**config.mk**
```make
export PLATFORM = sky130hd
export DESIGN_NAME = adder_tree_arbiter
export DESIGN_NICKNAME = d
export VERILOG_FILES = /design/src/rtl/adder_tree_arbiter.sv
export SDC_FILE = /design/constraint.sdc
export NUM_CORES = 1
export LEC_CHECK = 0
export BUFFER_PORTS_ARGS = -buffer_cell sky130_fd_sc_hd__buf_2
export CAP_MARGIN = 10
export CORE_MARGIN = 1
export CORE_UTILIZATION = 44
export DETAILED_ROUTE_END_ITERATION = 16
export PLACE_DENSITY = 0.81
export SLEW_MARGIN = 25
export SYNTH_ARGS = -nofsm -noshare
export SYNTH_HDL_FRONTEND = slang
export SYNTH_SLANG_ARGS = --single-unit
```
**constraint.sdc**
```tcl
create_clock -name clk -period 3.8 [get_ports clk]
set_input_delay 0.19 -clock clk [delete_from_list [all_inputs] [get_ports clk]]
set_output_delay 0.19 -clock clk [all_outputs]
set_load 0.05 [all_outputs]
```
**src/rtl/adder_tree_arbiter.sv**
```systemverilog
// Purpose : shares one external combinational masked adder tree between two
//           requesters, locks it to the winner for a burst and returns one
//           tagged, saturated burst total.
// Latency : single-beat burst accepted at cycle N -> resp_valid at N+1;
//           a K-beat burst gives resp_valid one cycle after its last beat.
// Backpressure: req*_ready is low in HOLD until resp_valid & resp_ready, and
//           the non-owner is never granted during a burst.
//
// Ports:
//   clk, rst                 rising-edge clock, async active-high reset
//   req{0,1}_valid/ready     beat handshake per requester
//   req{0,1}_data/mm/last    eight 4-bit lanes, lane mask, final-beat flag
//   tree_data/tree_mm        drive the external adder tree inputs
//   tree_result              combinational sum returned by the tree
//   resp_valid/ready         burst-total handshake
//   resp_id/sum/beats/sat    owner, saturated total, beat count, clip flag
module adder_tree_arbiter #(
    parameter int ACC_W  = 12,
    parameter int BEAT_W = 8
) (
    input  logic              clk,
    input  logic              rst,

    input  logic              req0_valid,
    output logic              req0_ready,
    input  logic [31:0]       req0_data,
    input  logic [5:0]        req0_mm,
    input  logic              req0_last,

    input  logic              req1_valid,
    output logic              req1_ready,
    input  logic [31:0]       req1_data,
    input  logic [5:0]        req1_mm,
    input  logic              req1_last,

    output logic [31:0]       tree_data,
    output logic [5:0]        tree_mm,
    input  logic [6:0]        tree_result,

    output logic              resp_valid,
    input  logic              resp_ready,
    output logic              resp_id,
    output logic [ACC_W-1:0]  resp_sum,
    output logic [BEAT_W-1:0] resp_beats,
    output logic              resp_sat
);

    localparam logic [1:0] S_IDLE  = 2'd0;
    localparam logic [1:0] S_BURST = 2'd1;
    localparam logic [1:0] S_HOLD  = 2'd2;

    // One extra bit on the running sum exposes the overflow as a carry.
    localparam int                SUM_W    = ACC_W + 1;
    localparam logic [ACC_W-1:0]  ACC_MAX  = {ACC_W{1'b1}};
    localparam logic [BEAT_W-1:0] BEAT_MAX = {BEAT_W{1'b1}};

    logic [1:0]        r_state;
    logic              r_rr_ptr;
    logic              r_owner;
    logic [ACC_W-1:0]  r_acc;
    logic [BEAT_W-1:0] r_beats;
    logic              r_sat;

    logic              w_idle;
    logic              w_burst;
    logic              w_hold;
    logic              w_grant_vld;
    logic              w_grant_id;
    logic              w_sel_vld;
    logic              w_sel_id;
    logic              w_sel_valid;
    logic [31:0]       w_sel_data;
    logic [5:0]        w_sel_mm;
    logic              w_sel_last;
    logic              w_accept;
    logic [SUM_W-1:0]  w_sum;
    logic              w_ovf;
    logic [ACC_W-1:0]  w_acc_next;

    assign w_idle  = (r_state == S_IDLE);
    assign w_burst = (r_state == S_BURST);
    assign w_hold  = (r_state == S_HOLD);

    // Round-robin pointer only matters when both requesters contend;
    // a lone valid always wins.
    always_comb begin
        w_grant_vld = req0_valid | req1_valid;
        if (req0_valid && req1_valid) begin
            w_grant_id = r_rr_ptr;
        end else begin
            w_grant_id = req1_valid;
        end
    end

    // The tree is offered to the IDLE winner or to the burst owner. While
    // reset is asserted nothing is selected, so every driven output reads 0.
    assign w_sel_vld = !rst && ((w_idle && w_grant_vld) || w_burst);
    assign w_sel_id  = w_idle ? w_grant_id : r_owner;

    always_comb begin
        if (w_sel_id) begin
            w_sel_valid = req1_valid;
            w_sel_data  = req1_data;
            w_sel_mm    = req1_mm;
            w_sel_last  = req1_last;
        end else begin
            w_sel_valid = req0_valid;
            w_sel_data  = req0_data;
            w_sel_mm    = req0_mm;
            w_sel_last  = req0_last;
        end
    end

    // Ready depends only on selection, never on the requester's own valid
    // in BURST, so an owner may stall for as long as it likes.
    assign req0_ready = w_sel_vld && !w_sel_id;
    assign req1_ready = w_sel_vld &&  w_sel_id;
    assign w_accept   = w_sel_vld && w_sel_valid;

    assign tree_data = w_sel_vld ? w_sel_data : 32'd0;
    assign tree_mm   = w_sel_vld ? w_sel_mm   : 6'd0;

    // Saturating accumulate: clip to all-ones and remember that we clipped.
    assign w_sum      = {1'b0, r_acc} + SUM_W'(tree_result);
    assign w_ovf      = w_sum[ACC_W];
    assign w_acc_next = w_ovf ? ACC_MAX : w_sum[ACC_W-1:0];

    // Response fields are only presented while a total is pending.
    assign resp_valid = w_hold;
    assign resp_id    = w_hold && r_owner;
    assign resp_sum   = w_hold ? r_acc   : '0;
    assign resp_beats = w_hold ? r_beats : '0;
    assign resp_sat   = w_hold && r_sat;

    always_ff @(posedge clk or posedge rst) begin
        if (rst) begin
            r_state  <= S_IDLE;
            r_rr_ptr <= 1'b0;
            r_owner  <= 1'b0;
            r_acc    <= '0;
            r_beats  <= '0;
            r_sat    <= 1'b0;
        end else begin
            case (r_state)
                S_IDLE: begin
                    if (w_accept) begin
                        r_owner <= w_grant_id;
                        r_acc   <= ACC_W'(tree_result);
                        r_beats <= BEAT_W'(1);
                        r_sat   <= 1'b0;
                        r_state <= w_sel_last ? S_HOLD : S_BURST;
                    end
                end
                S_BURST: begin
                    if (w_accept) begin
                        r_acc <= w_acc_next;
                        r_sat <= r_sat | w_ovf;
                        if (r_beats != BEAT_MAX) begin
                            r_beats <= r_beats + BEAT_W'(1);
                        end
                        if (w_sel_last) begin
                            r_state <= S_HOLD;
                        end
                    end
                end
                S_HOLD: begin
                    // Hand priority to the other requester for the next
                    // contended grant, which can happen no earlier than the
                    // cycle after this handshake.
                    if (resp_ready) begin
                        r_state  <= S_IDLE;
                        r_rr_ptr <= ~r_owner;
                    end
                end
                default: begin
                    r_state <= S_IDLE;
                end
            endcase
        end
    end

    a_one_ready: assert property (@(posedge clk) disable iff (rst)
        !(req0_ready && req1_ready));

    a_hold_blocks: assert property (@(posedge clk) disable iff (rst)
        resp_valid |-> (!req0_ready && !req1_ready && tree_data == 32'd0 && tree_mm == 6'd0));

    a_resp_stable: assert property (@(posedge clk) disable iff (rst)
        (resp_valid && !resp_ready) |=> (resp_valid && $stable(resp_id) && $stable(resp_sum)
                                         && $stable(resp_beats) && $stable(resp_sat)));

endmodule

```
==> results by stage <==
Run status:
- The run finished, with violations left.
- The final reports fail on negative hold slack.

Timing:
- The shortest period the worst path allows is 2.91 ns.
- After layout, the worst setup slack is 0.893 ns.
- Timing would allow up to 0.344 GHz.
- For the final routed database, the setup TNS stands at 0 ns.
- Measured against its own limit, the worst slew margin works out to 42.9%.
- At the pin with the least slew margin, the transition time is 0.854 ns.
- Setup violations remaining at the end of the flow were counted as 0.
- The clock tree skew after final layout is 0.00796 ns.
- After layout, the worst path uses 76.5% of the clock period.
- Setup repair after global routing left no endpoint under its margin.
- The hold violation count in the final report is 1.
- The final count of pins violating max slew is 0.
- Hold timing on the final database bottoms out at a slack of -0.000125 ns.

Critical path:
- The arrival time at the worst endpoint is 2.72 ns.
- The type of element capturing the critical path is an output pin.
- The critical path in this run is classified as flop to output pin.
- STA classifies the critical path startpoint as a flop.
- Traced cell by cell, the critical path runs through o21ai_0, o41a_2, nand2_1, a21oi_1, buf_2.
- The category of cells accounting for the largest share of critical-path delay is compound AO/OA/AOI/OAI gates.
- STA puts the critical path data required time at 3.61 ns.
- Along the worst path, the maximum fanout reaches 40.
- On the worst path, the slowest cell contributes a delay of 0.70 ns.
- The slowest stage of the critical path is the o41a_2 cell.
- The number of buffers and inverters on the critical path is 1.

Final layout:
- After routing the design area is 3250 um^2.
- Cells fill 62.4% of the core in the end.
- The final cell count without fillers is 547.
- The number of nets in the layout is 577.
- The number of antenna diodes in the final layout is 0.
- The fraction of layout cells with a size suffix above 1 is 36.5%.
- The area overhead of the layout relative to synthesis is 34.5%.

GRT:
- For this run the aggregate overflow at the end of global routing stands at 0.
- The number of global-route vias before repair is 2624.
- The global-route wire length before repair is 12.3 mm.
- The number of antenna violations at the first check in global routing is 0.
- The global router's overall resource usage is 25.5%.
- Entering global routing, the biggest net connects 41 pins.

Power and ir drop:
- Overall power consumption after layout is estimated at 2.30 mW.
- The maximum resistive drop on vdd is 0.354 mV.
- For this design the ratio of total power to cell area is 708 nW/um^2.
- Summed over all cells, the static leakage comes to 1.73 nW.

Floorplan:
- The placeable core region is 5200 um^2.
- Once the floorplan was initialized, standard cells occupied 46.4% of the core.
- The number of placement rows is 26.
- The count of boundary I/O pins is 153.
- The overall die width is 76.1 um.
- The die span in y is 76.1 um.
- The die covers 5790 um^2.

Clocking:
- The clock root buffer is clkbuf_8.
- The register clock-pin slew on the reported worst setup and hold paths is 0.09 ns.
- The total CTS buffers is 3.
- CTS built an H-tree with a depth of 1.
- The number of cells upsized or downsized after cts is 0.
- The post-cts hold buffer count is 0.
- TritonCTS built the clock tree.
- The later pin in the worst-skew pair is clocked with a latency of 0.27 ns.
- Buffers added to address setup during post-CTS repair amount to 0.
- Counting along the longest clock path gives a buffer depth of 2.
- The number of sinks on the clock net is 25.

Detailed routing:
- In this run, the number of DRC markers left after iteration 0 of detailed routing was 122.
- The per-cell via count in the routed design is 5.32.
- The residual DRC count is 0.
- The total detailed-routing wirelength is 7.59 mm.
- In the final routed layout, each cell accounts on average for 13.9 um.
- Before antenna repair, the detailed router went through 4 iterations.
- The detail route stage leaves a number of antenna-violating nets equal to 0.
- The overall via count from detail_route is 2908.

Synth:
- For this run, the leading register cell type out of synthesis is dfrtp_1.
- The part of the Yosys area used for sequential elements is 25.9%.
- Synthesis instantiated 55 different standard cells from the library.
- The number of standard cells after synthesis is 340.
- After synthesis, the mean cell area works out to 7.10 um^2.
- The synthesized net count is 439.
- The cell area after synthesis is 2410 um^2.
- Counting flops with an async set or reset pin after synthesis yields a share of 100%.
- Yosys printed 0 warnings.
- In this run, synthesis produced a sequential element count of 25.
- The number of enable-type register cells in the synthesized netlist is 0.

Hold path:
- The classification of the worst-slack hold path is primary input to asynchronous set/reset pin.

Place:
- The congestion estimate from routability-driven global placement came to 0.855.
- The setup slack at placement is 1.18 ns.
- The placed instances occupy a cell area of 3200 um^2.
- The number of placed instances, taps included, is 543.
- The count of buffers inserted at the top-level ports is 152.
- After legalization and detailed placement, the total HPWL measured 5.81 mm.

Flow run:
- Max-cap violations in this run came to 0.
==> sequential cells by signal (all words and copies together) (netlist names) <==
name / count
r_state: 2
r_beats: 8
r_sat: 1
r_acc: 12
r_rr_ptr: 1
r_owner: 1
==> final timing paths <==
kind | startpoint | to | slack [ns] | depth (start not counted)
min in group clk | resp_ready | r_state[1] | 0.16 | 2
max in group asynchronous | rst | r_acc[10] | 3.44 | 2
max | r_state[0] | tree_data[3] | 0.89 | 5
min reg2reg | r_rr_ptr | r_rr_ptr | 0.50 | 2
max reg2reg | r_state[0] | r_acc[11] | 1.22 | 5
min | rst | r_beats[1] | -0.0001 | 2
==> final cells by class <==
cell class	instances	area [um^2]
clock buffers	4	45.0
repair buffers	155	783
inverters	11	41.3
multi-input cells	282	1660
flip-flops and latches	25	626
well taps	70	87.6
fillers	506	1960
==> cells by family (layout without fill, tap and decap cells) <==
group	Yosys count	count (layout)	share of synthesized area [%]
buffers and inverters	33	170	6.12
adder cells (fa/ha/maj)	9	9	4.98
XOR/XNOR	6	6	2.18
flip-flops	25	25	25.9
AND/OR/NAND/NOR	164	164	32.1
multiplexers	3	3	1.24
AO/OA/AOI/OAI	100	100	27.4
==> synth_stat cells (all sizes together), types with 4 or more instances <==
cell type	count	area, um^2
o21ai	21	109
and2	19	119
nand2	98	368
nor2b	6	45.0
o32ai	4	65.1
a211oi	7	57.6
ha	8	100
buf	11	65.1
nand2b	5	31.3
inv	11	41.3
nor2	16	70.1
a21o	4	30.0
xnor2	5	43.8
clkbuf	11	41.3
dfrtp	25	626
a21oi	44	224
==> placed cells by master (no fill, tap or decap), drive strengths merged, types with 7 or more instances in the layout <==
cell    instances
buf           155
a21oi          44
nand2          98
and2           19
inv            11
nor2           16
o21ai          21
a211oi          7
ha              8
dfrtp          25
==> routing by layer <==
metal,up-vias,track usage [%],wire length [um]
li1,1445,-,-
met5,-,0,0
met3,8,5.87,495
met2,112,46.6,3870
met1,1343,30.6,3180
met4,0,4.23,50
==> power by group <==
group          internal [mW]  switching (mW)
clock                 0.0750          0.0853
combinational          0.486            1.20
sequential             0.338           0.118
total                  0.899            1.40
==> worst reg2reg max path: stages (launching register included) <==
cell and delay [ns]:
dfrtp_1 0.88, nand2b_1 0.15, a21oi_2 0.34, or2_1 0.63, nor2_2 0.21, a311oi_1 0.28
No activity file was read; power rests on OpenSTA's default activity.
